## config.mk

```make
export PLATFORM = sky130hd
export DESIGN_NAME = div_shift_sub
export DESIGN_NICKNAME = d
export VERILOG_FILES = /design/src/rtl/div_shift_sub.sv
export SDC_FILE = /design/constraint.sdc
export NUM_CORES = 1
export LEC_CHECK = 0
export ABC_AREA = 1
export CORE_ASPECT_RATIO = 1.25
export CORE_MARGIN = 3
export CORE_UTILIZATION = 30
export DETAILED_ROUTE_END_ITERATION = 10
export REMOVE_ABC_BUFFERS = 1
export SYNTH_ARGS = -nofsm -noshare
export SYNTH_HDL_FRONTEND = slang
export SYNTH_SLANG_ARGS = --single-unit
export TNS_END_PERCENT = 5
```

## constraint.sdc

```tcl
create_clock -name clk -period 1.76 [get_ports clk]
set_input_delay 0.264 -clock clk [delete_from_list [all_inputs] [get_ports clk]]
set_output_delay 0.264 -clock clk [all_outputs]
set_load 0.02 [all_outputs]
```

## src/rtl/div_shift_sub.sv

```systemverilog
// Sequential restoring divider: shift-subtract, one quotient bit per clock.
// Divides a 2*SIZE-bit unsigned dividend by a SIZE-bit unsigned divisor and
// returns a 2*SIZE-bit quotient and a SIZE-bit remainder. Results and the
// done pulse are registered on the FIN->IDLE edge.
module div_shift_sub #(
  parameter int SIZE = 8
) (
  input  logic                clk,
  input  logic                rst_n,
  input  logic                start,
  input  logic [2*SIZE-1:0]   dividend,
  input  logic [SIZE-1:0]     divisor,
  output logic [2*SIZE-1:0]   quotient,
  output logic [SIZE-1:0]     remainder,
  output logic                busy,
  output logic                done,
  output logic                div_zero
);

  localparam int CW = $clog2(2*SIZE + 1);

  typedef enum logic [1:0] {
    S_IDLE = 2'd0,
    S_CALC = 2'd1,
    S_FIN  = 2'd2
  } state_t;

  state_t              r_state;
  logic [2*SIZE-1:0]   r_dq;        // dividend shifting out, quotient shifting in
  logic [SIZE:0]       r_r;         // partial remainder, one guard bit wide
  logic [SIZE-1:0]     r_d;         // captured divisor
  logic [CW-1:0]       r_cnt;       // quotient bits still to produce
  logic [2*SIZE-1:0]   r_quotient;
  logic [SIZE-1:0]     r_remainder;
  logic                r_busy;
  logic                r_done;
  logic                r_div_zero;

  logic [SIZE:0]       w_t;         // trial value: remainder shifted with next dividend bit
  logic [SIZE:0]       w_diff;
  logic                w_ge;

  // Trial subtraction for the current quotient bit; the guard bit keeps t>=d exact.
  always_comb begin
    w_t    = {r_r[SIZE-1:0], r_dq[2*SIZE-1]};
    w_ge   = (w_t >= {1'b0, r_d});
    w_diff = w_t - {1'b0, r_d};
  end

  // Control FSM with all datapath and output registers.
  always_ff @(posedge clk) begin
    if (!rst_n) begin
      r_state     <= S_IDLE;
      r_dq        <= '0;
      r_r         <= '0;
      r_d         <= '0;
      r_cnt       <= '0;
      r_quotient  <= '0;
      r_remainder <= '0;
      r_busy      <= 1'b0;
      r_done      <= 1'b0;
      r_div_zero  <= 1'b0;
    end else begin
      r_done <= 1'b0;
      unique case (r_state)
        S_IDLE: begin
          if (start) begin
            r_busy <= 1'b1;
            if (divisor != '0) begin
              r_dq       <= dividend;
              r_r        <= '0;
              r_d        <= divisor;
              r_cnt      <= CW'(2*SIZE);
              r_div_zero <= 1'b0;
              r_state    <= S_CALC;
            end else begin
              // Divide by zero short-circuits straight to FIN with fixed results.
              r_quotient  <= '1;
              r_remainder <= '0;
              r_div_zero  <= 1'b1;
              r_state     <= S_FIN;
            end
          end
        end
        S_CALC: begin
          r_dq  <= {r_dq[2*SIZE-2:0], w_ge};
          r_r   <= w_ge ? w_diff : w_t;
          r_cnt <= r_cnt - CW'(1);
          if (r_cnt == CW'(1)) begin
            r_state <= S_FIN;
          end
        end
        S_FIN: begin
          r_done  <= 1'b1;
          r_busy  <= 1'b0;
          r_state <= S_IDLE;
          if (!r_div_zero) begin
            r_quotient  <= r_dq;
            r_remainder <= r_r[SIZE-1:0];
          end
        end
        default: begin
          r_state <= S_IDLE;
          r_busy  <= 1'b0;
        end
      endcase
    end
  end

  assign quotient  = r_quotient;
  assign remainder = r_remainder;
  assign busy      = r_busy;
  assign done      = r_done;
  assign div_zero  = r_div_zero;

endmodule

```

==> implementation parameters, run 1 <==
Parameter                              Value

Status
  Result of the run ... finished clean

Clock network
  Maximum clock insertion buffer count ... 2
  CTS Root Cell ... clkbuf_16
  TritonCTS clock tree ... built
  Worst-path clk slew ... 0.05 ns
  Number of sinks driven by the clock tree ... 66
  CTS Hold Bufs ... 0
  H-tree lvl count ... 3
  Worst-skew pair later-pin latency ... 0.33 ns
  Buffer count from post-CTS setup fixing ... 0
  Number of buffers inserted during clock tree synthesis ... 9

Power and ir drop
  Total chip power ... 5.883 mW
  Maximum ir drop on the vdd rail ... 0.4441 mV
  Power density relative to cell area ... around 1300 nW/µm²
  Static Leak ... 1.937 nW

Setup path
  Minimum setup slack among reg-to-reg paths ... ~0.11 ns
  Type of element launching the critical path ... register
  Crit path required time ... 1.98 ns
  Register-to-Register Path Depth ... 11
  Reg2Reg Capture Point ... r_r[2]
  FF-to-FF Start ... r_d[2]
  Critical setup path kind ... register to register
  Worst endpoint data arrival time ... 1.87 ns
  Crit end category ... register
  Critical Path Fanout Max ... 9

Floorplan
  Die area ... between 10,000 and 15,000 µm²
  Num rows ... 41
  Core Footprint ... 10,260 µm²
  Die outline height ... roughly 120 µm
  Chip Width ... 98.53 µm
  Effective utilization at floorplan ... 31.29%
  Ports placed on the boundary ... 54

Yosys
  Combinational family with the most area after synthesis ... simple AND/OR/NAND/NOR gates
  Synthesized-area fraction occupied by xor and xnor cells ... 1.637%
  Gate Count Post-Synth ... 454
  Number of distinct standard cells referenced by the synthesized netlist ... 35
  Synthesized-area fraction occupied by ao, oa, aoi and oai cells ... 16.21%
  Mux cell area share after synthesis ... 0%
  FF+latch count, synth ... 66
  Post-synth design cell area ... 3211 µm²
  Part of the Yosys area used for sequential elements ... 41.15%
  Yosys warns ... 0
  Mapped Avg Cell Area ... 7.072 µm²
  Adder-cell share of the synthesized area ... 4.521%
  Share of synthesized cell area in and, or, nand and nor gates ... 27.36%

STA
  Final worst hold slack ... 0.4663 ns
  Final hold violations ... 0
  Clock Skews ... 0.008699 ns
  Slew HR ... 76.16%
  Crit path time final ... 1.647 ns
  Worst Slack Setup Final ... 0.1127 ns
  RSZ-0062 raised after global routing ... yes
  Maximum clock frequency ... 607.1 MHz
  Finish-stage setup viols ... 0
  Final count of pins violating max slew ... 0
  Final worst-path cycle share ... 93.59%
  Least-Margin Pin Slew ... between 0.3 and 0.4 ns
  Total Neg Setup Slack ... 0 ns

Layout
  Fin nets ... ~580
  Filler cell count ... approximately 1.0k
  Share of cells above drive strength 1 ... 16.97%
  Most frequent standard cell in the layout excluding fill and tap cells ... nand2_1
  Commonest cells after routing, fill and taps aside ... nand2_1 (99), dfxtp_1 (64), clkdlybuf4s50_1 (53), inv_1 (39)
  Finished Core Util ... 44.78%
  Number of diodes ... 0
  Area growth from synthesis to layout ... 43.10%
  Post-layout instance area ... 4594 µm²
  Cell Count, Final, Fillers Out ... 671

Global route
  Wire length of the first global-routing pass ... 15.06 mm
  Via count of the first global-routing pass ... 3,173
  Total global routing track utilization ... 15.70%
  Antenna violations before repair ... 0
  Global route total overflow ... 0
  Largest net degree at the start of global routing ... 40

Route
  Iter 0 DRT Violations ... approximately 130
  Total met2 wirelength after detailed routing ... 4.586 mm
  Amount of wire on met3 after detailed routing ... 317 µm
  Top Layer Used ... met4
  Post-detailed-route wirelength per cell ... roughly 14 µm
  Via count ... about 3.2k
  Per-cell via count in the routed design ... 4.784
  Final routed wirelength across all metal layers ... 9.167 mm
  Wl on met1 ... 4.090 mm
  Detailed-route DRC error count ... 0
  Number of optimization iterations in the first detailed-route pass ... 4
  Antenna Nets Post-Route ... 0

Hold path
  Path class of the lowest-slack min-delay path ... register to register
  Hold Crit Endpoint ... remainder[2]
  Hold wc startpoint ... remainder[2]
  Number of stages on the worst hold path ... 2

Placement
  Placed instance count ... ~660
  Placement Setup Slack ... -0.1650 ns
  Routability congestion estimate from global placement ... 0.8975
  Total placed instance area ... 4149 µm²
  Buffers added on ports ... 53
  Post-DP HPWL ... 6.709 mm

Job
  Reported max-cap violation count ... 0
-- synthesized netlist by cell type --
cell,count,area share [%]
nand2_1,100,12
dfxtp_1,66,41
inv_1,42,4.9
nor2_1,40,4.7
a21oi_1,39,6.1
o21ai_0,37,5.8
nand3_1,33,5.1
nor3_1,17,2.6
a31oi_1,10,1.9
ha_1,10,3.9
o21ai_1,9,1.4
buf_2,8,1.2
clkbuf_1,8,0.94
xor2_1,5,1.4
inv_2,4,0.47
nand4_1,3,0.58
buf_6,2,0.70
inv_4,2,0.39
nand3b_1,2,0.47
nor2_2,2,0.39
a21o_1,1,0.23
a21oi_2,1,0.27
buf_1,1,0.12
buf_4,1,0.23
clkinv_1,1,0.12
fa_1,1,0.62
nand2_2,1,0.19
nand2_4,1,0.35
nor2_8,1,0.62
o211ai_1,1,0.23
o21ai_2,1,0.27
or2_0,1,0.19
or2_1,1,0.19
or2_2,1,0.19
xnor2_1,1,0.27
-- critical path: stages, from the launching register on --
cell	delay, ns
dfxtp_1	0.30
inv_1	0.07
ha_4	0.30
nand2_1	0.07
nor2_2	0.15
buf_4	0.12
nand3_1	0.06
nand4_1	0.11
buf_6	0.15
nand2_1	0.06
nand3_1	0.09
a21oi_2	0.06
-- report_power, final --
group	internal (mW)	total, mW	switching, mW
clock	1.12	1.73	0.609
combinational	1.05	2.36	1.31
sequential	1.66	1.80	0.139
-- kinds of logic after synthesis --
| group | count (synthesis) |
|---|---|
| AO/OA/AOI/OAI | 99 |
| XOR/XNOR | 6 |
| adder cells (fa/ha/maj) | 11 |
| buffers and inverters | 69 |
| flip-flops | 66 |
| AND/OR/NAND/NOR | 203 |
-- final cells by class --
class	count	area (µm²)	share of cell area (%)
inverters	49	188.9	4.112
clock inverters	3	40.04	0.8715
multi-input cells	319	1749	38.07
repair buffers	93	884.6	19.25
well taps	129	161.4	3.513
clock buffers	12	246.5	5.365
flip-flops and latches	66	1324	28.81
-- state kept, by name, indices dropped and copies added (netlist names) --
register   flops
r_state        2
done           1
r_d            8
r_r            8
r_cnt          5
quotient      16
r_dq          16
div_zero       1
busy           1
remainder      8
-- per-layer routing --
| layer | track usage (%) | vias up |
|---|---|---|
| li1 | - | 1658 |
| met1 | 18.56 | 1471 |
| met2 | 27.16 | 67 |
| met3 | 3.780 | 14 |
| met4 | 6.576 | 0 |
| met5 | 0 | - |
-- what timing repair did --
action | CTS | global route
resized for setup | 5 | 25
pin swaps | 0 | 4
setup endpoints to repair | 8 | 9
-- worst max path at each step --
stage / from / to
6_report: r_d[2] / r_r[2]
5_1_grt: r_d[1] / r_r[2]
4_1_cts: r_d[3] / r_r[2]
3_5_place_dp: r_d[3] / r_r[2]
3_3_place_gp: r_d[3] / r_r[1]
2_1_floorplan: r_state[0] / r_dq[10]
(Power assumes the default switching activity.)
==> run 2: changes to the inputs <==
--- a/config.mk
+++ b/config.mk
@@ -6,6 +6,7 @@
 export NUM_CORES = 1
 export LEC_CHECK = 0
 export ABC_AREA = 1
+export CAP_MARGIN = 20
 export CORE_ASPECT_RATIO = 1.25
 export CORE_MARGIN = 3
 export CORE_UTILIZATION = 30
==> results of run 2 <==
The final DEF is identical to that of run 1; final timing and power are the same.
